File: config.mk
export PLATFORM = sky130hd
export DESIGN_NAME = id_scoreboard
export DESIGN_NICKNAME = d
export VERILOG_FILES = /design/src/rtl/id_pkg.sv /design/src/rtl/fwd_mux.sv /design/src/rtl/id_scoreboard.sv
export SDC_FILE = /design/constraint.sdc
export NUM_CORES = 1
export LEC_CHECK = 0
export BUFFER_PORTS_ARGS = -buffer_cell sky130_fd_sc_hd__buf_2
export CAP_MARGIN = 10
export CORE_MARGIN = 5
export CORE_UTILIZATION = 44
export CTS_CLUSTER_DIAMETER = 30
export DETAILED_ROUTE_END_ITERATION = 10
export PLACE_DENSITY = 0.81
export SLEW_MARGIN = 0
export SYNTH_ARGS = -nofsm -noshare
export SYNTH_HDL_FRONTEND = slang
export SYNTH_SLANG_ARGS = --single-unit
File: constraint.sdc
create_clock -name clk -period 5.1 [get_ports clk]
set_clock_uncertainty 0.05 [all_clocks]
set_input_delay 0.255 -clock clk [delete_from_list [all_inputs] [get_ports clk]]
set_output_delay 0.255 -clock clk [all_outputs]
set_load 0.1 [all_outputs]
File: src/rtl/id_pkg.sv
// Shared constants and types for the decode-stage scoreboard.
package id_pkg;

    localparam int DEF_AW = 5;
    localparam int DEF_DW = 32;

    localparam int FWD_EX  = 0;
    localparam int FWD_MEM = 1;
    localparam int FWD_WB  = 2;

    typedef struct packed {
        logic              we;
        logic [DEF_AW-1:0] waddr;
        logic [DEF_DW-1:0] wdata;
    } fwd_src_t;

endpackage

File: src/rtl/fwd_mux.sv
// Priority operand forwarding: youngest matching source wins, register 0 reads as zero.
module fwd_mux #(
    parameter int AW    = 5,
    parameter int DW    = 32,
    parameter int N_FWD = 3
) (
    input  logic [AW-1:0]       addr,
    input  logic [DW-1:0]       rf_rdata,
    input  logic [N_FWD-1:0]    fwd_we,
    input  logic [N_FWD*AW-1:0] fwd_waddr,
    input  logic [N_FWD*DW-1:0] fwd_wdata,
    output logic [DW-1:0]       data
);

    // Walk oldest to youngest so the youngest hit is the last assignment.
    always_comb begin
        data = rf_rdata;
        for (int i = N_FWD - 1; i >= 0; i--) begin
            if (fwd_we[i] && (fwd_waddr[i*AW +: AW] == addr)) begin
                data = fwd_wdata[i*DW +: DW];
            end
        end
        if (addr == '0) begin
            data = '0;
        end
    end

endmodule

File: src/rtl/id_scoreboard.sv
// Decode-stage hazard unit: per-register load latency tracking, HI/LO busy counter,
// and operand forwarding for rs/rt.
module id_scoreboard
    import id_pkg::*;
#(
    parameter int AW       = DEF_AW,
    parameter int DW       = DEF_DW,
    parameter int N_FWD    = 3,
    parameter int LOAD_LAT = 1,
    parameter int MD_LAT   = 32
) (
    input  logic                clk,
    input  logic                rst,
    input  logic                flush,
    input  logic                stall_in,
    input  logic                id_valid,
    input  logic [AW-1:0]       id_rs,
    input  logic [AW-1:0]       id_rt,
    input  logic                id_rs_used,
    input  logic                id_rt_used,
    input  logic                id_rf_we,
    input  logic [AW-1:0]       id_waddr,
    input  logic                id_is_load,
    input  logic                id_is_md,
    input  logic                id_reads_hilo,
    input  logic [DW-1:0]       rf_rdata1,
    input  logic [DW-1:0]       rf_rdata2,
    input  logic [N_FWD-1:0]    fwd_we,
    input  logic [N_FWD*AW-1:0] fwd_waddr,
    input  logic [N_FWD*DW-1:0] fwd_wdata,
    output logic [DW-1:0]       rs_data,
    output logic [DW-1:0]       rt_data,
    output logic                stallreq,
    output logic                issue,
    output logic                hilo_busy
);

    localparam int NREG = 2 ** AW;
    localparam int PW   = $clog2(LOAD_LAT + 2);
    localparam int HW   = (MD_LAT > 0) ? $clog2(MD_LAT + 1) : 1;

    localparam logic [PW-1:0] LOAD_SET = PW'(LOAD_LAT + 1);
    localparam logic [HW-1:0] MD_SET   = HW'(MD_LAT);

    logic [PW-1:0] pend_cnt [NREG];
    logic [HW-1:0] hilo_cnt;

    logic rs_haz;
    logic rt_haz;
    logic hilo_haz;

    fwd_mux #(
        .AW    (AW),
        .DW    (DW),
        .N_FWD (N_FWD)
    ) u_fwd_rs (
        .addr      (id_rs),
        .rf_rdata  (rf_rdata1),
        .fwd_we    (fwd_we),
        .fwd_waddr (fwd_waddr),
        .fwd_wdata (fwd_wdata),
        .data      (rs_data)
    );

    fwd_mux #(
        .AW    (AW),
        .DW    (DW),
        .N_FWD (N_FWD)
    ) u_fwd_rt (
        .addr      (id_rt),
        .rf_rdata  (rf_rdata2),
        .fwd_we    (fwd_we),
        .fwd_waddr (fwd_waddr),
        .fwd_wdata (fwd_wdata),
        .data      (rt_data)
    );

    // A count of 1 means the load data already sits on a forwarding source.
    always_comb begin
        rs_haz   = id_rs_used && (id_rs != '0) && (pend_cnt[id_rs] > PW'(1));
        rt_haz   = id_rt_used && (id_rt != '0) && (pend_cnt[id_rt] > PW'(1));
        hilo_haz = (id_reads_hilo || id_is_md) && hilo_busy;
        stallreq = id_valid && (rs_haz || rt_haz || hilo_haz);
        issue    = id_valid && !stallreq && !stall_in;
    end

    assign hilo_busy = (hilo_cnt != '0);

    always_ff @(posedge clk) begin
        if (rst || flush) begin
            for (int r = 0; r < NREG; r++) begin
                pend_cnt[r] <= '0;
            end
            hilo_cnt <= '0;
        end else begin
            for (int r = 0; r < NREG; r++) begin
                if (!stall_in && (pend_cnt[r] != '0)) begin
                    pend_cnt[r] <= pend_cnt[r] - PW'(1);
                end
            end
            // A newer writer supersedes any older load to the same register.
            if (issue && id_rf_we && (id_waddr != '0)) begin
                pend_cnt[id_waddr] <= id_is_load ? LOAD_SET : '0;
            end
            if (issue && id_is_md) begin
                hilo_cnt <= MD_SET;
            end else if (hilo_cnt != '0) begin
                hilo_cnt <= hilo_cnt - HW'(1);
            end
        end
    end

endmodule
---- Word-level counts from Yosys, hierarchy flattened ----
Memories as Yosys holds them, arrays and structs flattened.
Cells that the tools add are included.
word-level totals
  register bits ........................... 6
  memory bits (writable) .................. 64
  input port bits ......................... 204
  output and inout bits ................... 67
  logic and storage cells ................. 315
  memories kept ........................... 1
cells by class
  add/sub/neg operators ................... 33
  order comparisons ....................... 2
  equality and inequality tests ........... 6
  multiplexer cells ....................... 144
  bitwise logic cells ..................... 32
  reduce and logical (&&, ||, !) cells .... 95
memory list
  memory    words  width  rd ports  clocked after Yosys merged registers in  write ports  line                 source
  pend_cnt  32     2      34        0                                        33           id_scoreboard.sv:45  logic [PW-1:0] pend_cnt [NREG];
operator list
  operator               number
  $mux W32               8
  $mux W1                101
  $mux W2                33
  $reduce_bool A2 Y1     33
  $sub A2 B1 Y2 const B  32
  $logic_and A1 B1 Y1    49
  $or A1 B1 Y1           32
  $eq A5 B5 Y1           6
  $reduce_bool A5 Y1     3
  $mux W6                2
  $logic_not A5 Y1       2
  $reduce_bool A6 Y1     1
  $sub A6 B1 Y6 const B  1
  $gt A2 B1 Y1 const B   2
  $logic_or A1 B1 Y1     4
  $logic_not A1 Y1       2
  $reduce_or A2 Y1       1

---- Depth between registers and ports, before layout ----
Gate-level depths: netlist of the first run.
  word-level depth ........................ 14
  mapped depth ............................ 10
  gate-level depth less buffers ........... 8

---- Hierarchy ----
Synthesis of the first run repeated with hierarchy kept, for this count alone.
unflattened totals
  cells, all modules ...................... 977
  area total of the unflattened synthesis .. 7,632.3 um^2
modules (own cells, without submodules)
  module         times used  cells each  area each (um^2)  sequential area each (um^2)
  id_scoreboard  1           549         4,967.3           1,721.7
  fwd_mux        2           214         1,332.5           0.0

---- Least setup slack after synthesis of the first run ----
No wires, ideal clock.
  kind .................................... input to output
  start ................................... input id_rs[1]
  end ..................................... output stallreq
  arrival ................................. 3.767 ns
  required time ........................... 4.795 ns
  path slack .............................. 1.028 ns
  cell stages on the path ................. 9
  path buffers ............................ 3
  path through ............................ buf_6 > buf_6 > mux4_2 > mux2i_1 > o2111ai_1 > nand4b_2 > clkbuf_4 > and2_1 > a21boi_0
on the way
  word-level cells in the longest chain between the ends .. 6
  elaborated cells between the ends (all ways) .. 8
  those cells by class .................... order compare: 1; reduce/logical: 6; memory: 1
ends and longest elaborated chain
  element                                                      line                 source
  start, declared                                              id_scoreboard.sv:17  input logic [AW-1:0] id_rs,
  $mem_v2 Z32 W2 / $reduce_bool A5 Y1 (equally long branches)  n/a
  $gt A2 B1 Y1 / $logic_and A1 B1 Y1 (equally long branches)   id_scoreboard.sv:80  rs_haz = id_rs_used && (id_rs != '0) && (pend_cnt[id_rs] > PW'(1));
  $logic_and A1 B1 Y1 (*)                                      id_scoreboard.sv:80
  $logic_or A1 B1 Y1 (*) (2 in series)                         id_scoreboard.sv:83  stallreq = id_valid && (rs_haz || rt_haz || hilo_haz);
  $logic_and A1 B1 Y1 (*)                                      id_scoreboard.sv:83
  end, declared                                                id_scoreboard.sv:33  output logic stallreq,
Every way passes the cells marked *; elsewhere a longest branch is shown, timed or not.

==> flow_summary.toml, run 1 <==
[run_status]
status = "complete, no violations"

[finish]
final_common_cell = "buf_2"
fillers = 1720
multi_input_area_um2 = 5680
layout-drive-gt1-share = 0.313
final_nets = 1475
seq_area_um2 = 1720
area_delta_synth_final_pct = 20.5
layout_common_cells = "270 x buf_2, 115 x nor2_1, 73 x nor3_1, 69 x o21ai_0, 68 x inv_1"

[floorplanning]
initial_utilization = 0.449
row_count = 49
die_h_um = 146
core_area_um2 = 18100
pin_count = 271
die_area_um2 = 21300
die_w_um = 146

[clock_tree]
clock_latency_ps = 340
cts_setup_buffers = 0
cts_hold_buf = 0
clk_path_buf_depth = 2
clk_pin_slew_ps = 70
cts_buffers = 9
cts_num_sinks = 70
post_cts_resized = 0
cts_tree = "built"
cts_max_level = 3
clock-root-buffer = "clkbuf_16"

[setup_path]
cp-start-kind = "flop"
worstPathRequired_ps = 4800
cp_cell_sequence = "mux4_2, o22ai_1, o211ai_1, nand4b_2, and2_1, a21boi_0, buf_2"
crit_type = "flop to primary output"
startpoint = "pend_cnt[8][1]"
crit_arrival_ps = 3240
slowest_delay_ps = 760
reg2reg_from = "pend_cnt[23][1]"
end_kind = "primary output"
crit_slowest_cell = "nand4b_2"
path_max_fanout = 23

[route]
vias_per_cell = 6.35
drt-initial-drc-count = 811
remaining_drc_errors = 0
first_pass_iters = 5
vias = 9401
wl_mm = 33.7
wl_per_cell_um = 22.7
ant_nets = 0

[sta]
period_needed_ps = 3540
setup_viol = 0
setup_tns_ps = 0
worst_slew_pin_slew_ps = 1170
fmaxAchievable_ghz = 0.282
slew_viol_final = 0
max_slew_margin = 0.220
post-route-period-util = 0.695
hold_viol = 0
rsz0062_at_grt = "false"

[pwr]
power.total_mw = 2.64
power.density_nw_per_um2 = 270
p_leak_nw = 4.57
ir_drop_v = 0.000734

[synth]
ys_ff_latch = 70
synth_edf_count = 32
yosys_warnings = 0
synth_nets = 1282
synthArstFlopShare = 0
synth.avg_cell_area_um2 = 7.77
synth_area_um2 = 8110
seq_area_frac_synth = 0.212
yosysUniqueCellTypes = 51
synth-main-ff-cell = "dfxtp_1"
synth_cells = 1044

[global_routing]
grt_pass1_vias = 9054
grt_pass1_wl_mm = 52.0
grt_max_degree = 69
grt_usage = 0.301
grt-ovfl-total = 0
antenna_found_initial = 10

[worst_hold_path]
hold_start = "id_is_md"
hold_path_class = "primary input to flop"

[run]
drv_cap = 0

[place]
post-dp-hpwl_mm = 24.4
port_buffers = 270
gp_congestion = 0.987
-- flip-flops by register name, indices dropped and copies added (netlist names) --
register,cells
hilo_cnt,6
pend_cnt,64
-- cells in the mapped netlist, types with 32 or more instances --
cell type / n / share of area
a311oi_1: 64 / 0.069
o21ai_0: 69 / 0.043
edfxtp_1: 32 / 0.12
dfxtp_1: 38 / 0.094
nor4_1: 35 / 0.027
nor3_1: 73 / 0.045
and3_1: 35 / 0.027
inv_1: 68 / 0.031
xnor2_1: 56 / 0.060
nand3_1: 67 / 0.041
clkbuf_1: 89 / 0.041
a21oi_1: 67 / 0.041
nor2_1: 116 / 0.054
ha_1: 34 / 0.052
-- cells by family after synthesis --
kind of cell	share of synthesized area
AOI/OAI and AO/OA	0.167
adders and majority gates	0.0524
and+or+nand+nor	0.302
DFF	0.212
buffers and inverters	0.0902
xor gates and xnor gates	0.0702
muxes	0.105
-- power by group --
part	internal (mW)	switching, mW	total, mW
Combinational	0.344	0.958	1.30
Clock	0.407	0.265	0.671
Sequential	0.630	0.0379	0.668
Total	1.38	1.26	2.64
-- per-layer routing --
metal / global-route usage / vias up / wire (um)
met2: 0.509 / 639 / 16000
met4: 0.131 / 6 / 1590
li1: - / 4238 / -
met1: 0.374 / 4398 / 12700
met5: 0 / - / 33
met3: 0.0564 / 120 / 3340
-- worst max-delay path, delay by kind of cell, from the launching register on --
family | cells | cell delay, ps
AOI/OAI and AO/OA | 3 | 460
buffers and inverters | 1 | 440
DFF | 1 | 440
muxes | 1 | 260
and+or+nand+nor | 2 | 1280
-- stage by stage --
step                      hold slack [ps]  worst slack, ps  area (um2)   util  std cells
final                                 131             1560        9780  0.541       1481
after global routing                  130             1320        9770  0.540       1478
after CTS                             127             1570        9750  0.539       1471
after detailed placement              450             1680        9430  0.522       1455
after global placement                422             1690        9430  0.522       1455
after floorplan                       324             1030        8110      -       1044
-- path summary, 6_finish.rpt --
check | cells past startpoint | endpoint | slack (ps)
max | 7 | stallreq | 1560
min | 2 | hilo_cnt[0] | 130
max reg2reg | 7 | pend_cnt[7][1] | 2000
min reg2reg | 2 | pend_cnt[0][0] | 460
-- layout make-up --
| class | count | share of cell area |
|---|---|---|
| clock buffer | 12 | 0.0296 |
| sequential | 70 | 0.176 |
| timing repair buffer | 289 | 0.153 |
| clock inverter | 4 | 0.00307 |
| antenna | 10 | 0.00256 |
| tap | 229 | 0.0293 |
| inverter | 68 | 0.0261 |
| multi-input combinational | 799 | 0.581 |
Power figures use the tool's default switching activity.
==> inputs of run 2 (changes only) <==
- PLACE_DENSITY: 0.81 -> 0.84
- clock period: 5.1 -> 3.03 ns (I/O delays scaled with it)
==> flow_summary.toml, run 2 (synthesis results as in run 1) <==
[setup_path]
reg2reg_from = "hilo_cnt[2]"
crit_cells = 7
cp_top_family = "simple AND/OR/NAND/NOR gates"
crit_arrival_ps = 2720
slowest_delay_ps = 490
rr_worst_depth = 6
end_kind = "primary output"
worstReg2RegEnd = "pend_cnt[27][1]"
r2r_slack_ps = 230
cp_cell_sequence = "mux4_2, mux2i_1, o2111ai_1, nand4b_4, and2_1, and3_1, clkbuf_4"
path_max_fanout = 10
crit_type = "flop to primary output"
crit_slowest_cell = "mux4_2"
cp-start-kind = "flop"
path_buf_inv = 1
worstPathRequired_ps = 2830

[clock_tree]
cts_tree = "built"
cts_hold_buf = 0
clock_latency_ps = 340
clk_path_buf_depth = 2
cts_num_sinks = 70
post_cts_resized = 0
clock-root-buffer = "clkbuf_16"
cts_setup_buffers = 0
cts_max_level = 3
clk_pin_slew_ps = 60
cts_buffers = 9

[pwr]
internal-power_mw = 2.70
sequentialPowerShare = 0.230
p_leak_nw = 5.00
power.density_nw_per_um2 = 442
combPwrFrac = 0.529
ir_drop_v = 0.00122
p_sw_mw = 2.19
clockPowerShare = 0.241
p_sw_frac = 0.448

[route]
ant_nets = 0
vias = 9523
drt-initial-drc-count = 964
vias_per_cell = 6.37
wl_mm = 34.4
wl_per_cell_um = 23.0
first_pass_iters = 5
remaining_drc_errors = 0

[global_routing]
grt_max_degree = 67
grt_usage = 0.305
grt_pass1_wl_mm = 52.9
antenna_found_initial = 12
grt-ovfl-total = 0
grt_pass1_vias = 9322

[place]
post-dp-hpwl_mm = 25.0
port_buffers = 270
postPlaceCellArea_um2 = 10700
gp_congestion = 0.998
dp_cells = 1466

[sta]
worst_slew_pin_slew_ps = 896
setup_viol = 0
setup_tns_ps = 0
post-route-period-util = 0.964
holdWs_ps = 39.6
slew_viol_final = 0
rsz0062_at_grt = "false"
hold_viol = 0
period_needed_ps = 2920
max_slew_margin = 0.398
fmaxAchievable_ghz = 0.342

[finish]
fin_util = 0.611
area_delta_synth_final_pct = 36.3
largest_reg_flops = 64
layout_common_cells = "204 x buf_2, 73 x nor3_1, 69 x o21ai_0, 68 x inv_1"
largest_register = "pend_cnt"
stdcell_count = 1494
fillers = 1548
reg.largest.list = "pend_cnt (64), hilo_cnt (6)"
stdcell_area_um2 = 11100
layout-drive-gt1-share = 0.369
final_common_cell = "buf_2"
final_nets = 1486

[worst_hold_path]
whs_endpoint = "hilo_cnt[1]"
hold_depth = 2
hold_path_class = "primary input to flop"
hold_start = "id_is_md"

[floorplanning]
core_area_um2 = 18100
row_count = 49
initial_utilization = 0.449
pin_count = 271
die_area_um2 = 21300
die_w_um = 146
die_h_um = 146

[run]
drv_cap = 0

[run_status]
status = "complete, no violations"
==> run 2: cell types whose count changed in the layout (fill, tap and decap cells not counted), sizes merged <==
cell	before	now
buf	289	299
bufinv	0	1
clkbuf	12	14
diode	10	12
inv	72	70
==> run 2: how the worst max path moves through the flow <==
| stage | startpoint | to | slack [ps] |
|---|---|---|---|
| 3_5_place_dp | id_rs[1] | pend_cnt[27][1] | 210 |
| 4_1_cts | pend_cnt[21][1] | issue | 8 |
| 5_1_grt | pend_cnt[23][1] | issue | 20 |
| 2_1_floorplan | id_rt[4] | rt_data[21] | 70 |
| 3_3_place_gp | id_rs[1] | issue | 270 |
| 6_report | pend_cnt[21][1] | issue | 110 |
==> run 2: metal layers <==
layer	vias up	part of all wire	global-route usage
li1	4277	-	-
met1	4423	0.36	0.379
met2	676	0.48	0.512
met3	139	0.11	0.0533
met4	8	0.054	0.148
met5	-	0.0013	0
==> run 2: worst register-to-register path, cell delays in order (launching register included) <==
cell	delay (ps)
dfxtp_1	340
or3_1	440
o32ai_2	350
nand3_1	230
nor2_1	450
nand4_1	290
mux2_1	390
==> run 2: per-stage QoR <==
step                      total power [mW]  setup slack, ps
final                                 4.89              110
after global placement                3.65              269
after floorplan                       2.85             74.1
after global routing                  5.08             21.1
after detailed placement              3.69              208
after CTS                             4.88             7.81
==> run 2: area by class of cell <==
class / count / area (um2) / area share
inverter: 68 / 255 / 0.0231
sequential: 70 / 1720 / 0.156
antenna: 12 / 30.0 / 0.00272
clock buffer: 13 / 293 / 0.0265
tap: 229 / 287 / 0.0259
clock inverter: 3 / 45.0 / 0.00407
multi-input combinational: 799 / 5840 / 0.529
timing repair buffer: 300 / 2580 / 0.233
==> run 2: power groups by stage <==
| stage | Combinational, mW | Sequential (mW) | Clock [mW] |
|---|---|---|---|
| floorplan | 1.73 | 1.12 | 0 |
| global placement | 2.52 | 1.13 | 0 |
| detailed placement | 2.55 | 1.14 | 0 |
| CTS | 2.57 | 1.12 | 1.19 |
| global route | 2.71 | 1.13 | 1.24 |
| finish | 2.59 | 1.12 | 1.18 |
